File: config.mk
export PLATFORM = sky130hd
export DESIGN_NAME = hub75_fb_arbiter
export DESIGN_NICKNAME = d
export VERILOG_FILES = /design/src/rtl/hub75_fb_arbiter.sv
export SDC_FILE = /design/constraint.sdc
export NUM_CORES = 1
export LEC_CHECK = 0
export ABC_CLOCK_PERIOD_IN_PS = 2200
export BUFFER_PORTS_ARGS = -buffer_cell sky130_fd_sc_hd__buf_2
export CAP_MARGIN = 20
export CORE_MARGIN = 2
export CORE_UTILIZATION = 30
export DETAILED_ROUTE_END_ITERATION = 16
export PLACE_DENSITY = 0.88
export SYNTH_ARGS = -nofsm -noshare
export SYNTH_HDL_FRONTEND = slang
export SYNTH_SLANG_ARGS = --single-unit
File: constraint.sdc
create_clock -name clk -period 2.2 [get_ports clk]
set_clock_uncertainty 0.2 [all_clocks]
set_input_delay 0.44 -clock clk [delete_from_list [all_inputs] [get_ports clk]]
set_output_delay 0.44 -clock clk [all_outputs]
set_load 0.005 [all_outputs]
File: src/rtl/hub75_fb_arbiter.sv
// Frame-buffer ownership arbiter between the HUB75 read-out (RD) and row write-in (WI) engines.
// Optional macro HUB75_FB_ARB_RR_EN: round-robin tie-break on simultaneous requests (default: fixed RD priority).
module hub75_fb_arbiter #(
  parameter int unsigned FB_AW = 13,
  parameter int unsigned FB_DW = 16
) (
  input  logic             clk,
  input  logic             rst,
  input  logic             rd_req,
  output logic             rd_gnt,
  input  logic             rd_rel,
  input  logic [FB_AW-1:0] rd_addr,
  input  logic             rd_rden,
  output logic [FB_DW-1:0] rd_data,
  input  logic             wi_req,
  output logic             wi_gnt,
  input  logic             wi_rel,
  input  logic [FB_AW-1:0] wi_addr,
  input  logic [FB_DW-1:0] wi_data,
  input  logic             wi_wren,
  output logic [FB_AW-1:0] fb_addr,
  output logic [FB_DW-1:0] fb_data,
  output logic             fb_wren,
  output logic             fb_rden,
  input  logic [FB_DW-1:0] fb_rdata,
  output logic             busy,
  output logic             proto_err
);

  typedef enum logic [1:0] {IDLE, OWN_RD, OWN_WI} state_t;

  state_t state, state_nxt;
  logic   rd_gnt_nxt, wi_gnt_nxt, proto_err_nxt;
  logic   pick_rd, viol;

`ifdef HUB75_FB_ARB_RR_EN
  logic last_wi, last_wi_nxt;
  // Tie goes to whoever did not own last; a lone requester always wins.
  assign pick_rd = rd_req && (!wi_req || last_wi);
`else
  assign pick_rd = rd_req;
`endif

  // Any strobe or release from a non-owner, or request+release together while idle.
  assign viol = (rd_rel  && (state != OWN_RD)) ||
                (wi_rel  && (state != OWN_WI)) ||
                (rd_rden && (state != OWN_RD)) ||
                (wi_wren && (state != OWN_WI)) ||
                ((state == IDLE) && rd_req && rd_rel);

  always_ff @(posedge clk) begin
    if (rst) begin
      state     <= IDLE;
      rd_gnt    <= 1'b0;
      wi_gnt    <= 1'b0;
      proto_err <= 1'b0;
`ifdef HUB75_FB_ARB_RR_EN
      last_wi   <= 1'b1;
`endif
    end else begin
      state     <= state_nxt;
      rd_gnt    <= rd_gnt_nxt;
      wi_gnt    <= wi_gnt_nxt;
      proto_err <= proto_err_nxt;
`ifdef HUB75_FB_ARB_RR_EN
      last_wi   <= last_wi_nxt;
`endif
    end
  end

  always_comb begin
    state_nxt     = state;
    rd_gnt_nxt    = 1'b0;
    wi_gnt_nxt    = 1'b0;
    proto_err_nxt = proto_err | viol;
`ifdef HUB75_FB_ARB_RR_EN
    last_wi_nxt   = last_wi;
`endif
    case (state)
      IDLE: begin
        if (pick_rd) begin
          state_nxt  = OWN_RD;
          rd_gnt_nxt = 1'b1;
`ifdef HUB75_FB_ARB_RR_EN
          last_wi_nxt = 1'b0;
`endif
        end else if (wi_req) begin
          state_nxt  = OWN_WI;
          wi_gnt_nxt = 1'b1;
`ifdef HUB75_FB_ARB_RR_EN
          last_wi_nxt = 1'b1;
`endif
        end
      end
      OWN_RD:  if (rd_rel) state_nxt = IDLE;
      OWN_WI:  if (wi_rel) state_nxt = IDLE;
      default: state_nxt = IDLE;
    endcase
  end

  // Port mux follows registered ownership; non-owner strobes are dropped.
  always_comb begin
    fb_addr = '0;
    fb_data = '0;
    fb_wren = 1'b0;
    fb_rden = 1'b0;
    case (state)
      OWN_RD: begin
        fb_addr = rd_addr;
        fb_rden = rd_rden;
      end
      OWN_WI: begin
        fb_addr = wi_addr;
        fb_data = wi_data;
        fb_wren = wi_wren;
      end
      default: ;
    endcase
  end

  assign rd_data = fb_rdata;
  assign busy    = (state != IDLE);

endmodule

==> results by group, run 1 <==
Synthesis
  • Syn_nets: 160
  • Netlist cell types: 23
  • Syn Inst Count: 91
  • Yosys reg bits: 5
  • Avg Synthesized Cell Area: 7.64 um^2
  • Sequential area share after synthesis: 14.4%
  • Yosys warns: 0
  • Mapped cell area: 696 um^2

Placed design
  • RePlAce Congestion: 0.791
  • Post-detail-place hpwl: 1680 um
  • IO buf count: 84
  • Inst Count DP: roughly 180
  • Place WS: -0.0708 ns

Detailed routing
  • Via density: approximately 4.5
  • Avg WL per Cell: 11.1 um
  • Vias: around 840
  • Detailed-route wire length: approximately 2100 um
  • DRT iter0 DRCs: 19
  • Pre-antenna DRT Iters: 4
  • Residual DRC: 0
  • Post-route ant nets: 0

Timing
  • Max-Slew Margin vs Limit: 81.5%
  • Slew @ Worst Pin: 0.278 ns
  • Endpoints failing hold: 0
  • Setup_tns: 0 ns
  • Final hold slack: ~0.21 ns
  • Peak Freq: 0.482 GHz
  • Setup ws final: 0.125 ns
  • Period Utilization, post-route: 94.3%
  • Slew Viols, Final: 0
  • Final Setup Violations: 0
  • Min Tclk post-route: about 2.1 ns

GRT
  • GR Util All Layers: 13.3%
  • Number of global-route vias before repair: 660
  • Total congestion overflow: 0
  • First-pass GRT wire length: 2750 um
  • Largest net degree at the start of global routing: 33
  • Initial antenna violation count: 0

Layout
  • Layout cell share with drive strength beyond 1: between 50 and 60%
  • Layout net count: between 200 and 250
  • Inserted Diodes: 0
  • Fill cell count: 225
  • Layout area overhead: 52.2%
  • Multi-input logic area: 457 um^2
  • Reg area: 101 um^2
  • Fin cells: 187

Clock tree
  • Total clock sinks: 5
  • Clock latency on the worst-skew pair: between 0.2 and 0.25 ns
  • Max clock buf depth: 2
  • Num CTS Buffers: 3
  • Reg clk slew, reported paths: 0.04 ns
  • H-tree Lvls: 1
  • CTS tree: built
  • Root Buffer: clkbuf_4
  • Post-cts hold buffer count: 0

Worst setup path
  • FF-to-FF path depth: 5
  • Crit path max-delay family: adder cells
  • Worst setup SP type: flop
  • RR Endpoint: state[0]
  • CP Launch Point: state[0]
  • CP Class: reg2out
  • CP max FO: 32
  • R2r setup slk: approximately 0.61 ns
  • Buf/Inv on CP: 2
  • Worst Setup EP: fb_addr[4]
  • Crit. End Element: primary output
  • Worst path required time: 1.56 ns
  • CP max-delay cell: ha_4
  • Largest stage delay on the critical path: 0.34 ns
  • FF-to-FF Start: state[0]
  • Crit path depth: 5
  • WP data arrival: 1.43 ns
  • Critical-path cell list: inv_1 > ha_4 > a22oi_1 > nor2b_1 > buf_2

Run
  • MaxCap Viol Count: 0

Floorplanning
  • I/O pin cnt: ~120
  • Die X: 52.2 um
  • Starting Density: 31.4%
  • Height of the die: 52.2 um
  • Core area: 0.00221 mm^2
  • Cell Rows: 17
  • Die area: about 0.0027 mm^2

Min path
  • Worst hold-check path type: in2reg

Pwr
  • Pleak: about 0.6 nW
  • Worst vdd ir: 0.349 mV
  • Pwr per Cell Area: 405 mW/mm^2
  • Tot Pwr: about 0.00043 W

Status
  • Status: finished, final reports clean
state kept, by name, summed over array words and instances, names as in the netlist:
signal / cells
proto_err: 1
rd_gnt: 1
wi_gnt: 1
state: 2
worst register-to-register path, cell delays in order (launching register included):
cell and delay [ns]:
dfxtp_1 0.31, inv_1 0.15, ha_4 0.34, nand2b_1 0.18, o211a_1 0.17, o31ai_2 0.16
worst min path at each step:
stage,startpoint,endpoint,slack [ns],cells past startpoint
floorplan,state[0],state[0],0.30,2
global placement,state[0],state[0],0.32,2
detailed placement,proto_err,proto_err,0.33,2
CTS,rd_req,wi_gnt,0.20,2
global route,rd_req,wi_gnt,0.22,2
finish,rd_req,wi_gnt,0.21,2
power by group:
group / internal [W] / switching, W
clock: 0.0000683 / 0.0000336
combinational: 0.000123 / 0.0000996
sequential: 0.0000997 / 0.00000452
final cells by class:
| class | instances | area share [%] |
|---|---|---|
| clock buffer | 4 | 2.48 |
| inverter | 3 | 1.06 |
| multi-input combinational | 62 | 43.1 |
| tap | 28 | 3.31 |
| timing repair buffer | 85 | 40.4 |
| sequential | 5 | 9.57 |
synth_stat cells:
| cell | number | area, um^2 |
|---|---|---|
| nand2b_2 | 1 | 8.76 |
| dfxtp_1 | 5 | 100 |
| a311oi_1 | 1 | 8.76 |
| o211a_1 | 1 | 10.0 |
| clkbuf_2 | 1 | 5.00 |
| a22oi_1 | 13 | 97.6 |
| o31ai_2 | 1 | 12.5 |
| nor2b_1 | 13 | 81.3 |
| and3b_1 | 1 | 8.76 |
| nand3_1 | 1 | 5.00 |
| a31oi_1 | 2 | 12.5 |
| buf_4 | 17 | 128 |
| and2_1 | 18 | 113 |
| clkbuf_1 | 2 | 7.51 |
| nor4b_1 | 1 | 8.76 |
| or2b_1 | 1 | 7.51 |
| inv_1 | 3 | 11.3 |
| buf_2 | 1 | 5.00 |
| a21oi_1 | 1 | 5.00 |
| o22a_1 | 1 | 8.76 |
| nand2b_1 | 1 | 6.26 |
| nor2_1 | 2 | 7.51 |
| ha_1 | 3 | 37.5 |
cell usage in the layout, fill, tap and decap left out:
cell type   n
nand2b_2    1
ha_2        2
nor4b_1     1
ha_4        1
dfxtp_1     4
nand2b_1    1
a21oi_1     1
dfxtp_2     1
nand3_1     1
o31ai_2     1
clkbuf_1    1
a22oi_1    13
a311oi_1    1
or2b_1      1
clkbuf_4    3
nor2b_1    13
o211a_1     1
buf_2      84
and3b_1     1
buf_4       1
and2_1     18
a31oi_1     2
inv_1       3
nor2_1      2
o22a_1      1
per-stage QoR:
step / utilization [%] / area, um^2
3_5_place_dp: 45.8 / 1010
5_1_grt: 47.9 / 1060
2_1_floorplan: - / 696
4_1_cts: 47.6 / 1050
3_3_place_gp: 45.8 / 1010
6_report: 47.9 / 1060
metal layers:
layer / vias to the layer above / global-route usage, % / share of wire [%]
met4: 0 / 9.83 / 3.4
met1: 348 / 15.0 / 40
met5: - / 0 / 0
met3: 10 / 1.15 / 12
met2: 48 / 23.0 / 45
li1: 429 / - / -
repair_timing:
item	in CTS	in global routing
setup buffers	0	0
setup endpoints to repair	30	13
pin swaps	0	0
gates resized for setup	2	3
cells by family (layout without fill, tap and decap cells):
logic type	count (synthesis)	after routing	synth area share [%]
adder cells (fa/ha/maj)	3	3	5.40
buffers and inverters	24	92	22.5
flip-flops	5	5	14.4
AND/OR/NAND/NOR	39	39	35.4
AO/OA/AOI/OAI	20	20	22.3
Power figures use the tool's default switching activity.
==> run 2, diff against run 1 <==
PLACE_DENSITY = 0.86   (was 0.88)
SLEW_MARGIN = 25   (was default)
==> run 2 against run 1 <==
Against the previous run: die area unchanged; count of clock-buffer cells in the layout shrank 1; design area fell by 0.71%; critical path depth unchanged; critical endpoint is now fb_addr[7]; total power rose by 0.70%.
==> results by group, run 2 (synthesized netlist as in run 1, its figures left out) <==
Layout
  • Layout area overhead: 51.1%
  • Most common cell after layout, fill and taps aside: buf_2
  • Layout cell share with drive strength beyond 1: 58.9% (-0.26 points)
  • Layout net count: 228 (-0.44%)
  • Max reg flops: 2 (unchanged)
  • Final instance area: 0.00105 mm^2 (-0.71%)
  • Multi-input logic area: 457 um^2 (unchanged)
  • Largest register by flop count: state
  • Fill cell count: 235 (+4.4%)
  • Most frequent cells in the layout: buf_2, and2_1, a22oi_1, nor2b_1, dfxtp_1
  • Reg area: 100 um^2 (-1.2%)
  • Inserted Diodes: 0 (unchanged)

Floorplanning
  • Height of the die: 52.2 um (unchanged)
  • Die X: 52.2 um (unchanged)
  • Cell Rows: 17 (unchanged)
  • Starting Density: 31.4% (unchanged)
  • Core area: 0.00221 mm^2 (unchanged)
  • Die area: 0.00272 mm^2 (unchanged)
  • I/O pin cnt: 117 (unchanged)

Clock tree
  • Num CTS Buffers: 3 (unchanged)
  • Clock latency on the worst-skew pair: 0.25 ns (about the same)
  • Reg clk slew, reported paths: 0.05 ns (about the same)
  • Total clock sinks: 5 (unchanged)
  • CTS tree: built
  • Setup bufs post-CTS: 0 (unchanged)
  • Post-cts hold buffer count: 0 (unchanged)
  • Max clock buf depth: 2 (unchanged)
  • Root Buffer: clkbuf_4
  • H-tree Lvls: 1 (unchanged)

Pwr
  • Worst vdd ir: 0.337 mV (-3.3%)
  • Pwr per Cell Area: 410 mW/mm^2 (+1.4%)
  • Pleak: 0.601 nW (-0.48%)

Timing
  • Max-Slew Margin vs Limit: 78.9% (-2.6 points)
  • Final hold slack: 0.199 ns (-0.0101 ns)
  • Final Setup Violations: 0 (unchanged)
  • Endpoints failing hold: 0 (unchanged)
  • Period Utilization, post-route: 94.0% (-0.31 points)
  • Peak Freq: 0.484 GHz (+0.33%)
  • RSZ-0062 raised after global routing: true
  • Slew @ Worst Pin: 0.317 ns (+0.0385 ns)
  • Slew Viols, Final: 0 (unchanged)
  • Setup_tns: 0 ns (unchanged)
  • Min Tclk post-route: 2.07 ns (-0.00674 ns)

Placed design
  • Post-detail-place hpwl: 1730 um (+3.2%)
  • Dpl cell area: 0.00101 mm^2 (-0.74%)
  • IO buf count: 84 (unchanged)
  • RePlAce Congestion: 0.793 (+0.24%)

Detailed routing
  • Residual DRC: 0 (unchanged)
  • Avg WL per Cell: 11.4 um (+2.8%)
  • Post-route ant nets: 0 (unchanged)
  • DRT iter0 DRCs: 11 (-8)
  • Pre-antenna DRT Iters: 4 (unchanged)
  • Detailed-route wire length: 2130 um (+2.2%)
  • Via density: 4.66 (+4.4%)
  • Vias: 867 (+3.8%)

Min path
  • Sink of the worst hold path: wi_gnt
  • Hold path depth: 2 (unchanged)
  • Min-delay src: rd_req
  • Worst hold-check path type: in2reg

GRT
  • First-pass GRT wire length: 2880 um (+4.8%)
  • Total congestion overflow: 0 (unchanged)
  • Largest net degree at the start of global routing: 33 (unchanged)
  • GR Util All Layers: 13.8% (+0.49 points)
  • Number of global-route vias before repair: 716 (+8.5%)
  • Initial antenna violation count: 0 (unchanged)

Worst setup path
  • WP data arrival: 1.43 ns (about the same)
  • CP Class: reg2out
  • FF-to-FF Start: state[0]
  • RR Endpoint: state[0]
  • Crit. End Element: primary output
  • CP max FO: 32 (unchanged)
  • Worst setup SP type: flop
  • R2r setup slk: 0.61 ns (about the same)
  • FF-to-FF path depth: 5 (unchanged)
  • Worst path required time: 1.56 ns (about the same)

Run
  • MaxCap Viol Count: 0 (unchanged)

Status
  • Status: finished, final reports clean
==> run 2: cell types whose count changed in the layout (fill, tap and decap cells not counted), sizes merged <==
cell,previous run,this run
clkbuf,4,3
buf,85,84
clkinv,0,1
==> run 2: how the worst max path moves through the flow <==
stage / slack, ns / to / start / cells past startpoint
after CTS: 0.05 / fb_addr[7] / state[1] / 4
after global placement: -0.05 / fb_addr[10] / state[0] / 5
after floorplan: 0.52 / fb_addr[0] / state[0] / 4
final: 0.13 / fb_addr[7] / state[0] / 5
after global routing: -0.02 / fb_addr[2] / state[1] / 5
after detailed placement: -0.11 / fb_addr[7] / state[0] / 5
==> run 2: where the power goes <==
| group | switching [W] | internal (W) |
|---|---|---|
| Clock | 0.0000418 | 0.0000660 |
| Sequential | 0.00000450 | 0.0000991 |
| Combinational | 0.0000998 | 0.000120 |
| Total | 0.000146 | 0.000285 |
==> run 2: critical path, stage by stage, from the launching register on <==
cell and delay [ns]:
dfxtp_1 0.31, inv_1 0.15, ha_4 0.33, a22oi_1 0.14, nor2b_1 0.13, buf_2 0.12
==> run 2: layout make-up <==
class,instances,area share [%]
well taps,28,3.33
clock buffers,3,2.14
multi-input cells,62,43.5
inverters,3,1.07
flip-flops and latches,5,9.52
repair buffers,84,40.0
clock inverters,1,0.476
==> run 2: metrics by stage <==
| stage | instances | util [%] | power, W | setup slack (ns) |
|---|---|---|---|---|
| after CTS | 186 | 47.4 | 0.000437 | 0.0495 |
| final | 186 | 47.5 | 0.000431 | 0.132 |
| after detailed placement | 182 | 45.5 | 0.000320 | -0.108 |
| after global placement | 182 | 45.5 | 0.000316 | -0.0451 |
| after floorplan | 91 | - | 0.000249 | 0.518 |
| after global routing | 186 | 47.5 | 0.000470 | -0.0190 |
==> run 2: layer usage <==
layer  part of all wire [%]  track usage, %  vias to the layer above
met2                     51            25.9                       60
met3                     13            4.31                        4
met1                     36            13.5                      375
li1                       -               -                      428
met4                   0.99            6.41                        0
met5                      0               0                        -
==> run 2: timing repair <==
item                                    CTS  global route
cloned                                    0             0
endpoints found under the setup margin   30            13
resized for setup                         3             1
==> run 3, diff against run 2 <==
REMOVE_ABC_BUFFERS = 1   (was default)
==> run 3 against run 2 <==
Against the previous run: total power grew 1.3%; largest cell class unchanged; flip-flop and latch count is the same; fmax grew 0.13%; design area grew 1.3%; highest routed layer is now met5; critical path type unchanged; largest power group unchanged.
==> results by group, run 3 (synthesized netlist as in run 1, its figures left out) <==
Status
  • Status: finished, final reports clean

Floorplanning
  • I/O pin cnt: 117 (unchanged)
  • Core area: 0.00221 mm^2 (unchanged)
  • Die X: 52.2 um (unchanged)
  • Height of the die: 52.2 um (unchanged)
  • Die area: 0.00272 mm^2 (unchanged)
  • Starting Density: 31.4% (unchanged)
  • Cell Rows: 17 (unchanged)

Min path
  • Sink of the worst hold path: wi_gnt
  • Hold path depth: 2 (unchanged)
  • Worst hold-check path type: in2reg
  • Min-delay src: rd_req

GRT
  • Met2 usage: 33.3% (+7.4 points)
  • GR Util All Layers: 18.3% (+4.5 points)
  • Largest net degree at the start of global routing: 33 (unchanged)
  • M3 GR Usage: 14.4% (+10 points)
  • Grt peak-use layer: met2
  • Met1 GRT Util: 13.9% (+0.35 points)
  • First-pass GRT wire length: 3600 um (+25%)
  • Initial antenna violation count: 0 (unchanged)
  • Total congestion overflow: 0 (unchanged)
  • Number of global-route vias before repair: 844 (+18%)

Timing
  • Slew @ Worst Pin: 0.303 ns (-0.0134 ns)
  • Min Tclk post-route: 2.07 ns (-0.00270 ns)
  • Peak Freq: 0.484 GHz (+0.13%)
  • Final Setup Violations: 0 (unchanged)
  • RSZ-0062 raised after global routing: false
  • Slew Viols, Final: 0 (unchanged)
  • Endpoints failing hold: 0 (unchanged)
  • Setup_tns: 0 ns (unchanged)
  • Final hold slack: 0.222 ns (+0.0233 ns)
  • Max-Slew Margin vs Limit: 79.5% (+0.61 points)
  • Period Utilization, post-route: 93.9% (-0.12 points)

Worst setup path
  • Worst setup SP type: flop
  • FF-to-FF path depth: 6 (+1)
  • RR Endpoint: state[1]
  • R2r setup slk: 0.58 ns (-0.03 ns)
  • Worst path required time: 1.56 ns (about the same)
  • Buf/Inv on CP: 3 (+1)
  • WP data arrival: 1.43 ns (about the same)
  • Crit path max-delay family: buffers and inverters
  • FF-to-FF Start: state[0]
  • Largest stage delay on the critical path: 0.31 ns (-0.02 ns)
  • CP max-delay cell: dfxtp_1
  • Critical-path cell list: inv_1 > ha_2 > buf_12 > a22oi_1 > nor2b_1 > buf_2
  • CP max FO: 32 (unchanged)
  • CP Class: reg2out
  • Crit. End Element: primary output

Clock tree
  • Post-cts hold buffer count: 0 (unchanged)
  • Clock latency on the worst-skew pair: 0.24 ns (about the same)
  • Total clock sinks: 5 (unchanged)
  • Max clock buf depth: 2 (unchanged)
  • CTS tree: built
  • Num CTS Buffers: 3 (unchanged)
  • H-tree Lvls: 1 (unchanged)
  • Reg clk slew, reported paths: 0.05 ns (about the same)
  • Root Buffer: clkbuf_4

Pwr
  • Pleak: 0.605 nW (+0.71%)
  • Tot Pwr: 0.000437 W (+1.3%)
  • Pwr per Cell Area: 410 mW/mm^2 (about the same)
  • Worst vdd ir: 0.302 mV (-10%)

Layout
  • Most frequent cells in the layout: buf_2, and2_1, nor2b_1, a22oi_1, dfxtp_1
  • Fill cell count: 241 (+2.6%)
  • Layout cell share with drive strength beyond 1: 59.1% (+0.26 points)
  • Inserted Diodes: 0 (unchanged)
  • Fin cells: 187 (+0.54%)
  • Most common cell after layout, fill and taps aside: buf_2
  • Largest register by flop count: state
  • Max reg flops: 2 (unchanged)
  • Layout area overhead: 53.1%
  • Layout net count: 229 (+0.44%)

Detailed routing
  • Via density: 4.96 (+6.3%)
  • Post-route ant nets: 0 (unchanged)
  • Pre-antenna DRT Iters: 4 (unchanged)
  • Detailed-route wire length: 2600 um (+22%)
  • DRT iter0 DRCs: 10 (-1)
  • Vias: 927 (+6.9%)
  • Residual DRC: 0 (unchanged)
  • Avg WL per Cell: 13.9 um (+22%)

Placed design
  • Inst Count DP: 183 (+0.55%)
  • RePlAce Congestion: 0.763 (-3.8%)
  • IO buf count: 84 (unchanged)
  • Post-detail-place hpwl: 2190 um (+26%)

Run
  • MaxCap Viol Count: 0 (unchanged)
[run 3: cell types whose count changed in the layout (fill, tap and decap cells not counted)]
cell / previous run / this run
buf_12: 0 / 1
clkbuf_1: 0 / 1
a22oi_1: 13 / 12
ha_2: 2 / 3
ha_4: 1 / 0
clkinv_2: 1 / 0
a22oi_2: 0 / 1
[run 3: final cells by class]
class                           count  area [um^2]  share of cell area [%]
Inverter                            3         11.3                    1.06
Sequential cell                     5          100                    9.40
Multi-Input combinational cell     62          452                    42.4
Clock buffer                        4         26.3                    2.47
Timing Repair Buffer               85          440                    41.4
Tap cell                           28         35.0                    3.29
[run 3: metal layers]
metal	up-vias	share of wire (%)
met3	9	18
met2	78	49
met5	-	1.8
li1	431	-
met4	2	1.6
met1	407	29
[run 3: worst max path at each step]
stage	startpoint	end	slack (ns)	cells past startpoint
2_1_floorplan	state[0]	fb_addr[0]	0.30	4
3_3_place_gp	state[1]	fb_addr[12]	0.31	5
3_5_place_dp	state[1]	fb_addr[12]	0.26	5
4_1_cts	state[1]	fb_addr[12]	0.007	5
5_1_grt	state[0]	fb_addr[10]	0.004	6
6_report	state[0]	fb_addr[12]	0.13	6
[run 3: power by group]
group	total [W]	leakage, nW	switching (W)	internal [W]
clock network	0.000109	0.0150	0.0000400	0.0000687
logic	0.000224	0.549	0.000100	0.000124
registers	0.000104	0.0414	0.00000447	0.0000992
total	0.000437	0.605	0.000145	0.000292
[run 3: metrics by stage]
step,cell area [um^2],setup slack [ns],utilization (%)
detailed placement,1010,0.263,45.8
global route,1060,0.00378,48.1
CTS,1040,0.00698,47.0
floorplan,551,0.298,-
global placement,1010,0.305,45.8
finish,1060,0.135,48.1
[run 3: repair_timing]
action                                 in CTS  in global routing
endpoints found under the hold margin       0                  0
gates resized for setup                     0                  7
buffers inserted                            0                  0
setup endpoints to repair                   0                 14
